### src/rtl/sha256_msg_padder_if.sv
// Bundles the padder's byte-stream input and the compression-core handshake.
// The master modport is the padder side; slave is the upstream source plus core.
interface sha256_msg_padder_if;
   logic         i_Valid;
   logic [7:0]   i_Data;
   logic         i_Keep;
   logic         i_Last;
   logic         o_Ready;
   logic         o_fStart;
   logic         o_fInit;
   logic [511:0] o_Block;
   logic         i_fDone;
   logic [255:0] i_Digest;
   logic         o_fDigestValid;
   logic [255:0] o_Digest;

   modport master (
      input  i_Valid, i_Data, i_Keep, i_Last, i_fDone, i_Digest,
      output o_Ready, o_fStart, o_fInit, o_Block, o_fDigestValid, o_Digest
   );

   modport slave (
      output i_Valid, i_Data, i_Keep, i_Last, i_fDone, i_Digest,
      input  o_Ready, o_fStart, o_fInit, o_Block, o_fDigestValid, o_Digest
   );
endinterface

### src/rtl/sha256_msg_padder.sv
// SHA-256 message padder: packs a byte stream into padded 512-bit blocks,
// drives the compression core block by block and returns the final digest.
module sha256_msg_padder #(
   parameter int CNT_W = 32
) (
   input  logic                 i_Clk,
   input  logic                 i_Rst,
   sha256_msg_padder_if.master  bus
);

   typedef enum logic [2:0] {FILL, PAD, SEND, WAIT, LEN} state_t;

   state_t             state_q, state_d;
   logic [511:0]       buf_q, buf_d;
   logic [6:0]         pos_q, pos_d;
   logic [CNT_W-1:0]   cnt_q, cnt_d;
   logic               first_q, first_d;
   logic               final_q, final_d;
   logic               need_len_q, need_len_d;
   logic               pend_q, pend_d;
   logic               ready_q, ready_d;
   logic               start_q, start_d;
   logic               init_q, init_d;
   logic               dvalid_q, dvalid_d;
   logic [255:0]       digest_q, digest_d;

   logic               accept;
   logic [63:0]        len64;
   logic [8:0]         base;

   assign accept = bus.i_Valid && ready_q;
   assign len64  = 64'({cnt_q, 3'b000});
   assign base   = 9'd504 - {pos_q[5:0], 3'b000};

   always_comb begin
      state_d    = state_q;
      buf_d      = buf_q;
      pos_d      = pos_q;
      cnt_d      = cnt_q;
      first_d    = first_q;
      final_d    = final_q;
      need_len_d = need_len_q;
      pend_d     = pend_q;
      digest_d   = digest_q;
      dvalid_d   = 1'b0;

      case (state_q)
         FILL: begin
            if (accept) begin
               if (bus.i_Keep) begin
                  buf_d[base +: 8] = bus.i_Data;
                  pos_d            = pos_q + 7'd1;
                  cnt_d            = cnt_q + CNT_W'(1);
               end
               if (bus.i_Last) begin
                  state_d = PAD;
               end else if (bus.i_Keep && pos_q == 7'd63) begin
                  state_d = SEND;
               end
            end
         end

         PAD: begin
            // A full block defers the 0x80 marker to the separate length block.
            if (pos_q == 7'd64) begin
               need_len_d = 1'b1;
               pend_d     = 1'b1;
            end else begin
               for (int i = 0; i < 64; i++) begin
                  if (7'(i) == pos_q) begin
                     buf_d[511-8*i -: 8] = 8'h80;
                  end else if (7'(i) > pos_q) begin
                     buf_d[511-8*i -: 8] = 8'h00;
                  end
               end
               if (pos_q <= 7'd55) begin
                  buf_d[63:0] = len64;
                  final_d     = 1'b1;
               end else begin
                  need_len_d = 1'b1;
                  pend_d     = 1'b0;
               end
            end
            state_d = SEND;
         end

         SEND: begin
            first_d = 1'b0;
            state_d = WAIT;
         end

         WAIT: begin
            if (bus.i_fDone) begin
               if (final_q) begin
                  digest_d = bus.i_Digest;
                  dvalid_d = 1'b1;
                  pos_d    = 7'd0;
                  cnt_d    = '0;
                  first_d  = 1'b1;
                  final_d  = 1'b0;
                  buf_d    = '0;
                  state_d  = FILL;
               end else if (need_len_q) begin
                  state_d = LEN;
               end else begin
                  buf_d   = '0;
                  pos_d   = 7'd0;
                  state_d = FILL;
               end
            end
         end

         LEN: begin
            buf_d      = {(pend_q ? 8'h80 : 8'h00), 440'd0, len64};
            final_d    = 1'b1;
            need_len_d = 1'b0;
            pend_d     = 1'b0;
            state_d    = SEND;
         end

         default: state_d = FILL;
      endcase

      // Outputs are decoded from the next state so they align with that state.
      ready_d = (state_d == FILL);
      start_d = (state_d == SEND);
      init_d  = (state_d == SEND) && first_q;
   end

   always_ff @(posedge i_Clk or negedge i_Rst) begin
      if (!i_Rst) begin
         state_q    <= FILL;
         buf_q      <= '0;
         pos_q      <= 7'd0;
         cnt_q      <= '0;
         first_q    <= 1'b1;
         final_q    <= 1'b0;
         need_len_q <= 1'b0;
         pend_q     <= 1'b0;
         ready_q    <= 1'b1;
         start_q    <= 1'b0;
         init_q     <= 1'b0;
         dvalid_q   <= 1'b0;
         digest_q   <= '0;
      end else begin
         state_q    <= state_d;
         buf_q      <= buf_d;
         pos_q      <= pos_d;
         cnt_q      <= cnt_d;
         first_q    <= first_d;
         final_q    <= final_d;
         need_len_q <= need_len_d;
         pend_q     <= pend_d;
         ready_q    <= ready_d;
         start_q    <= start_d;
         init_q     <= init_d;
         dvalid_q   <= dvalid_d;
         digest_q   <= digest_d;
      end
   end

   assign bus.o_Ready        = ready_q;
   assign bus.o_fStart       = start_q;
   assign bus.o_fInit        = init_q;
   assign bus.o_Block        = buf_q;
   assign bus.o_fDigestValid = dvalid_q;
   assign bus.o_Digest       = digest_q;

endmodule

### src/flat_wrapper.sv
// flat-port wrapper written by rule: the top's interface ports become plain ports
module sha256_msg_padder_flat 
#(
   parameter int CNT_W = 32
)
  (i_Clk, i_Rst, bus_i_Valid, bus_i_Data, bus_i_Keep, bus_i_Last, bus_i_fDone, bus_i_Digest, bus_o_Ready, bus_o_fStart, bus_o_fInit, bus_o_Block, bus_o_fDigestValid, bus_o_Digest);
  sha256_msg_padder_if bus_i ();
  input  logic i_Clk;
  input  logic i_Rst;
  input wire logic [$bits(bus_i.i_Valid)-1:0] bus_i_Valid;
  input wire logic [$bits(bus_i.i_Data)-1:0] bus_i_Data;
  input wire logic [$bits(bus_i.i_Keep)-1:0] bus_i_Keep;
  input wire logic [$bits(bus_i.i_Last)-1:0] bus_i_Last;
  input wire logic [$bits(bus_i.i_fDone)-1:0] bus_i_fDone;
  input wire logic [$bits(bus_i.i_Digest)-1:0] bus_i_Digest;
  output wire logic [$bits(bus_i.o_Ready)-1:0] bus_o_Ready;
  output wire logic [$bits(bus_i.o_fStart)-1:0] bus_o_fStart;
  output wire logic [$bits(bus_i.o_fInit)-1:0] bus_o_fInit;
  output wire logic [$bits(bus_i.o_Block)-1:0] bus_o_Block;
  output wire logic [$bits(bus_i.o_fDigestValid)-1:0] bus_o_fDigestValid;
  output wire logic [$bits(bus_i.o_Digest)-1:0] bus_o_Digest;
  assign bus_i.i_Valid = bus_i_Valid;
  assign bus_i.i_Data = bus_i_Data;
  assign bus_i.i_Keep = bus_i_Keep;
  assign bus_i.i_Last = bus_i_Last;
  assign bus_i.i_fDone = bus_i_fDone;
  assign bus_i.i_Digest = bus_i_Digest;
  assign bus_o_Ready = bus_i.o_Ready;
  assign bus_o_fStart = bus_i.o_fStart;
  assign bus_o_fInit = bus_i.o_fInit;
  assign bus_o_Block = bus_i.o_Block;
  assign bus_o_fDigestValid = bus_i.o_fDigestValid;
  assign bus_o_Digest = bus_i.o_Digest;
  sha256_msg_padder #(.CNT_W(CNT_W)) u_core (.i_Clk(i_Clk), .i_Rst(i_Rst), .bus(bus_i));
endmodule
### config.mk
export PLATFORM = sky130hd
export DESIGN_NAME = sha256_msg_padder_flat
export DESIGN_NICKNAME = d
export VERILOG_FILES = /design/src/rtl/sha256_msg_padder_if.sv /design/src/rtl/sha256_msg_padder.sv /design/src/flat_wrapper.sv
export SDC_FILE = /design/constraint.sdc
export NUM_CORES = 2
export LEC_CHECK = 0
export ABC_AREA = 1
export CAP_MARGIN = 15
export CORE_AREA = 2 2 401 403
export DETAILED_ROUTE_END_ITERATION = 8
export DIE_AREA = 0 0 403 405
export PLACE_DENSITY = 0.46
export SYNTH_ARGS = -nofsm -noshare
export SYNTH_HDL_FRONTEND = slang
export SYNTH_SLANG_ARGS = --single-unit
### constraint.sdc
create_clock -name i_Clk -period 5.9 [get_ports i_Clk]
set_clock_uncertainty 0.1 [all_clocks]
set_input_delay 0.885 -clock i_Clk [delete_from_list [all_inputs] [get_ports i_Clk]]
set_output_delay 0.885 -clock i_Clk [all_outputs]
set_load 0.01 [all_outputs]
# Yosys cells after proc, flatten, opt, wreduce, memory -nomap -nowiden
# Cells that the tools add are included.
totals:
  elab_cells: 543
  register_bits: 818
  output_inout_bits: 772
  input_bits: 270
classes:
  mux: 172
  shift: 2
  magnitude_cmp: 65
  addsub: 4
  eq_ne: 142
  n_reduce_logical: 82
ops:
  columns: ["operator", "n"]
  rows:
  - ["$mux 512", 6]
  - ["$pmux 512 s4", 1]
  - ["$mux 8", 129]
  - ["$bwmux 512", 1]
  - ["$shift 8x11->512 const A", 1]
  - ["$shiftx 8x11->512", 1]
  - ["$reduce_and 7->1", 64]
  - ["$eq 6x7->1 const A", 32]
  - ["$gt 6x7->1 const A", 32]
  - ["$ne 3x1->1 const B", 56]
  - ["$mux 32", 4]
  - ["$eq 5x7->1 const A", 16]
  - ["$gt 5x7->1 const A", 16]
  - ["$mux 64", 1]
  - ["$pmux 32 s2", 1]
  - ["$eq 4x7->1 const A", 8]
  - ["$gt 4x7->1 const A", 8]
  - ["$mux 7", 5]
  - ["$add 32x1->32 const B", 1]
  - ["$ne 4x1->1 const B", 8]
  - ["$eq 3x7->1 const A", 4]
  - ["$gt 3x7->1 const A", 4]
  - ["$mux 3", 6]
  - ["$eq 2x7->1 const A", 2]
  - ["other kinds (31)", 60]

# Depth between registers and ports, before layout
logic_depth:
  ltp_word: 8
  ltp_mapped: 16
  ltp_nobuf: 14

# Worst setup path after synthesis
# OpenSTA, ideal clock, no wires.
synth_timing:
  path_type: "flip-flop to flip-flop"
  start: "register u_core.pos_q[0]"
  end: "register u_core.buf_q[453] (netlist: u_core.bus.o_Block[453])"
  synth_period_minus_slack_ns: 2.476
  setup_ns: 0.136
  setup_slack_ns: 3.424
  path_buffers: 2
  path_stages_with_launch: 13
  arrival_ns: 2.240
  required_ns: 5.664
  cell_sequence: "dfrtp_1 -> inv_1 -> buf_2 -> ha_1 -> clkbuf_1 -> nor2_1 -> nand3_1 -> nor2_1 -> nand2_1 -> nor2_1 -> o21ai_1 -> nand2_1 -> o21ai_0"
synth_via:
  elab_chain_len: 7
  word_cells_on_any_way: 16
  cone_classes: "add/sub: 2; order compare: 1; eq/ne: 4; shift: 2; mux: 6; reduce/logical: 1"
synth_lines:
  columns: ["element", "line", "rtl"]
  rows:
  - ["start, declared", "sha256_msg_padder.sv:15", "logic [6:0] pos_q, pos_d;"]
  - ["start signal, assigned", "sha256_msg_padder.sv:148", "pos_q <= pos_d;"]
  - ["$sub 9x9->9", "sha256_msg_padder.sv:33", "assign base = 9'd504 - {pos_q[5:0], 3'b000};"]
  - ["$neg 9->11", "sha256_msg_padder.sv:51", "buf_d[base +: 8] = bus.i_Data;"]
  - ["$shiftx 8x11->512 / $shift 8x11->512 (equally long branches)", "sha256_msg_padder.sv:51", null]
  - ["$bwmux 512", "sha256_msg_padder.sv:51", null]
  - ["$mux 512", "sha256_msg_padder.sv:50", "if (bus.i_Keep) begin"]
  - ["$mux 512", "sha256_msg_padder.sv:49", "if (accept) begin"]
  - ["$pmux 512 s4", "sha256_msg_padder.sv:47", "case (state_q)"]
  - ["end signal, assigned", "sha256_msg_padder.sv:147", "buf_q <= buf_d;"]
  - ["end, declared", "sha256_msg_padder.sv:14", "logic [511:0] buf_q, buf_d;"]
# Parallel ways exist; a longest one is shown, timed or not. The select of a mux whose other input is x is not followed.
# A chain may end at the register's enable or synchronous reset.

==> results list <==
* Ports: 1042
* Synth area leader: sky130_fd_sc_hd__dfrtp_1
- Clock tree synthesis inserted a total of 100 buffers.
- Total number of clock tree sinks: between 800 and 900
- During placement, the flow inserted port buffers numbering 1041.
* Post-synth top flop: sky130_fd_sc_hd__dfrtp_1
- DR pass1 iterations: 6
- Total power after layout: about 26 mW
- For this run, the top clock speed supported by timing is 247 MHz.
- # hold bufs at CTS: 0
- By area the synthesized netlist is led by sky130_fd_sc_hd__dfrtp_1, sky130_fd_sc_hd__nand2_1, sky130_fd_sc_hd__o21ai_0.
- Pin slew with the least headroom to its limit: approximately 1.1 ns
- Portion of the post-synthesis area used by sequential elements: 55.8%
- The die covers roughly 160000 sq um.
- The core region is 159000 sq um.
- Synthesis-stage register bit count: approximately 820
* RSZ-0062 raised after global routing: false
- Averaged over all synthesized cells, the footprint is 7.90 sq um.
- Across all register-to-register paths, the minimum setup slack is about 1.9 ns.
- Sequential cell fraction of total power: 30.0%
* Share of post-route cells with drive strength above 1: ~5.8%
- GPL Wtd Cong: 1.01
- Synth warn: 0
- Asr flop ratio synth: between 90% and 100%
- The worst register-to-register path begins at u_core.pos_q[0]$_DFFE_PN0P_.
- Min Tclk post-route: between 4 and 5 ns
- Type of origin of the critical path: flip-flop
* Worst-path maximum fanout: 18
- Crit path arrival time: about 4.6 ns
- The H-tree was split into 3 levels.
- The initial antenna violation count was 42.
- Worst slack, placed: around 1.7 ns
- Width of the chip: 403 um
- DRC violations left: 0
- In the routed layout, each cell is associated on average with a via count of about 4.7.
- Measured against its own limit, the worst slew margin works out to 25.7%.
- Total count of hold-check failures in the final report: 0
- Number of library cell types mapped by synthesis: between 40 and 50
- In this run, the number of DRC markers left after iteration 0 of detailed routing was about 2700.
- Starting density of the core: a little under a quarter
* Critical path class: reg2reg
- Post-detailed-route wirelength per cell: 26.2 um
* Synth Net Count: approximately 4900
- In the synthesized netlist, the number of instances is around 4600.
* Worst hold path class: in2async
- Clock tree from TritonCTS: yes
- Post_cts resized: 0
- Cell area after synthesis: about 37000 sq um
- Area Growth Syn to Fin: 44.4%
- Worst VDD drop: 0.450 mV
- For the worst setup path, the data required time is 6.42 ns.
- In this run the remaining antenna-violating nets after routing total 0.
- Count of final max-slew check failures: 0
* CTS Root Cell: sky130_fd_sc_hd__clkbuf_16
- After floorplanning, the core was divided into approximately 150 placement rows.
- In this run, the combinational gates consume 44.5% of the power.
* Number of synthesized flops with an enable pin: 0
- In this run the biggest area consumer among cell types represents between 50% and 60% of the synthesized area.
* Latest clock arrival within the worst-skew pair: between 0.7 and 0.8 ns
- Filler instances: ~17000
- Clock-pin slew on the worst setup and hold paths: 0.06 ns
* Setup TNS: 0 ns
* Run status: completed
* Share of power burned in the clock network: about a quarter
* Number of post-CTS setup repair buffers: 0
* Wirelength, routed: between 200000 and 250000 um
- Dividing total power by cell area gives a power density of 485 nW/um^2.
- After layout, the worst setup slack is approximately 1.9 ns.
* Share of the clock period used by the worst path: 68.5%
* Detail Placement HPWL: approximately 160000 um
- Measured along the y axis, the die boundary spans 405 um.
* Post-Route Utilization: around a third
- Cell internal power was estimated by the tool at 14.2 mW.
* Crit path capture type: flip-flop
- Counting along the longest clock path gives a buffer depth of 3.
- Total via count after detailed routing: 36898
- Largest net degree at the start of global routing: ~170
- The analysis attributes to net switching a power of around 12 mW.
* Switching power share of the total: 44.7%
- Across the run, the number of max-cap violations was 0.
- The via count of the first global-routing pass was between 30000 and 40000.
- GR Overflow Total: 0
- Number of setup violations in the final report: 0
- The first global-routing pass estimated 285000 um of wire.
- Leak pwr: about 25 nW
* GRT Total Usage: roughly 24%
- The worst register-to-register path has a depth of 12.
- In the final design database the tool counted roughly 6000 nets.
==> synthesized netlist by cell type, drive strengths merged (3+ instances only) <==
cell type  number
nand2        1974
dfrtp         816
nor2          387
o21ai         374
inv           320
nand3         269
a21oi         114
clkbuf        100
buf            69
nand4          54
nor3           50
o22ai          41
o31ai          20
xor2            9
a22oi           8
o211ai          7
ha              5
clkinv          4
or2             4
a21boi          3
==> worst max path at each step <==
| stage | startpoint | endpoint | cells after the start |
|---|---|---|---|
| 2_1_floorplan | u_core.pos_q[0]$_DFFE_PN0P_ | u_core.bus.o_Block[453]$_DFFE_PN0P_ | 12 |
| 3_3_place_gp | bus_i_Valid | u_core.bus.o_Block[214]$_DFFE_PN0P_ | 9 |
| 3_5_place_dp | bus_i_Valid | u_core.bus.o_Block[212]$_DFFE_PN0P_ | 9 |
| 4_1_cts | u_core.pos_q[0]$_DFFE_PN0P_ | u_core.bus.o_Block[97]$_DFFE_PN0P_ | 11 |
| 5_1_grt | u_core.pos_q[0]$_DFFE_PN0P_ | flip-flop | 13 |
| 6_report | u_core.pos_q[0]$_DFFE_PN0P_ | flip-flop | 12 |
==> layer usage <==
layer,GRT usage [%],up-vias,part of all wire [%]
met4,9.94,54,4.4
met1,27.4,18092,37
met5,0,-,0.17
li1,-,16855,-
met2,42.6,1500,50
met3,7.63,397,8.5
==> cell families after synthesis <==
group           share of synthesized area [%]
simple gates                             30.1
xor+xnor                                0.263
buf+inv                                  5.31
compound gates                           8.41
fa+ha+maj                               0.170
flops                                    55.8
==> power groups by stage <==
stage / clock, mW / sequential, mW / combinational (mW)
4_1_cts: 6.73 / 7.72 / 11.6
2_1_floorplan: 0 / 8.15 / 4.68
6_report: 6.55 / 7.72 / 11.5
3_3_place_gp: 0 / 7.78 / 11.5
5_1_grt: 6.94 / 7.86 / 12.2
3_5_place_dp: 0 / 7.80 / 11.5
==> per-stage QoR <==
stage          instances  instance area [sq um]  hold WS, ns
4_1_cts             7840                  53000       0.0602
6_report            7849                  53000       0.0626
2_1_floorplan       4642                  36700        0.365
3_3_place_gp        7652                  49500        0.354
3_5_place_dp        7652                  49500        0.358
5_1_grt             7841                  53000       0.0921
==> layout by cell type, fill, tap and decap left out, types with 3 or more instances in the layout <==
cell / synthesis / routed
sky130_fd_sc_hd__o21ai_1: 91 / 91
sky130_fd_sc_hd__clkinvlp_4: 0 / 7
sky130_fd_sc_hd__clkbuf_1: 100 / 19
sky130_fd_sc_hd__o31ai_1: 20 / 20
sky130_fd_sc_hd__buf_4: 5 / 43
sky130_fd_sc_hd__clkbuf_8: 0 / 27
sky130_fd_sc_hd__diode_2: 0 / 9
sky130_fd_sc_hd__bufinv_16: 0 / 7
sky130_fd_sc_hd__nand3_2: 4 / 4
sky130_fd_sc_hd__clkinv_2: 0 / 20
sky130_fd_sc_hd__inv_6: 0 / 3
sky130_fd_sc_hd__nand2_2: 14 / 14
sky130_fd_sc_hd__nor2_4: 3 / 5
sky130_fd_sc_hd__ha_1: 5 / 5
sky130_fd_sc_hd__or2_1: 3 / 3
sky130_fd_sc_hd__a22oi_1: 8 / 8
sky130_fd_sc_hd__o211ai_1: 7 / 7
sky130_fd_sc_hd__nor2_1: 363 / 362
sky130_fd_sc_hd__a21boi_1: 3 / 3
sky130_fd_sc_hd__clkbuf_16: 0 / 101
sky130_fd_sc_hd__inv_2: 43 / 42
sky130_fd_sc_hd__nand3_1: 265 / 265
sky130_fd_sc_hd__nor2_2: 21 / 20
sky130_fd_sc_hd__nand4_1: 53 / 53
sky130_fd_sc_hd__dfrtp_1: 816 / 816
sky130_fd_sc_hd__nor3_1: 47 / 46
sky130_fd_sc_hd__clkinv_1: 4 / 4
sky130_fd_sc_hd__buf_12: 0 / 9
sky130_fd_sc_hd__a21oi_2: 16 / 16
sky130_fd_sc_hd__a21oi_1: 98 / 98
sky130_fd_sc_hd__xor2_1: 9 / 9
sky130_fd_sc_hd__clkdlybuf4s50_1: 0 / 1040
sky130_fd_sc_hd__o21ai_0: 282 / 282
sky130_fd_sc_hd__o22ai_1: 41 / 41
sky130_fd_sc_hd__inv_1: 277 / 277
sky130_fd_sc_hd__nand2_1: 1958 / 1958
==> worst max-delay path: stages, from the launching register on <==
cell                      delay [ns]
sky130_fd_sc_hd__dfrtp_1        0.54
sky130_fd_sc_hd__ha_1           0.36
sky130_fd_sc_hd__ha_1           0.30
sky130_fd_sc_hd__buf_4          0.28
sky130_fd_sc_hd__inv_2          0.17
sky130_fd_sc_hd__nor2_1         0.20
sky130_fd_sc_hd__nand3_1        0.21
sky130_fd_sc_hd__nor2_1         0.63
sky130_fd_sc_hd__nand2_1        0.25
sky130_fd_sc_hd__nor2_2         0.43
sky130_fd_sc_hd__o21ai_1        0.28
sky130_fd_sc_hd__nand2_1        0.12
sky130_fd_sc_hd__nand2_1        0.05
==> final cells by class <==
cell class	count	area, sq um	share of cell area [%]
Inverter	324	1220	2.31
Timing Repair Buffer	1093	10900	20.6
Clock inverter	41	478	0.902
Clock buffer	147	2970	5.60
Tap cell	2086	2610	4.92
Antenna cell	9	22.5	0.0425
Multi-Input combinational cell	3331	14300	27.0
Sequential cell	818	20500	38.6
(Power assumes the default switching activity.)
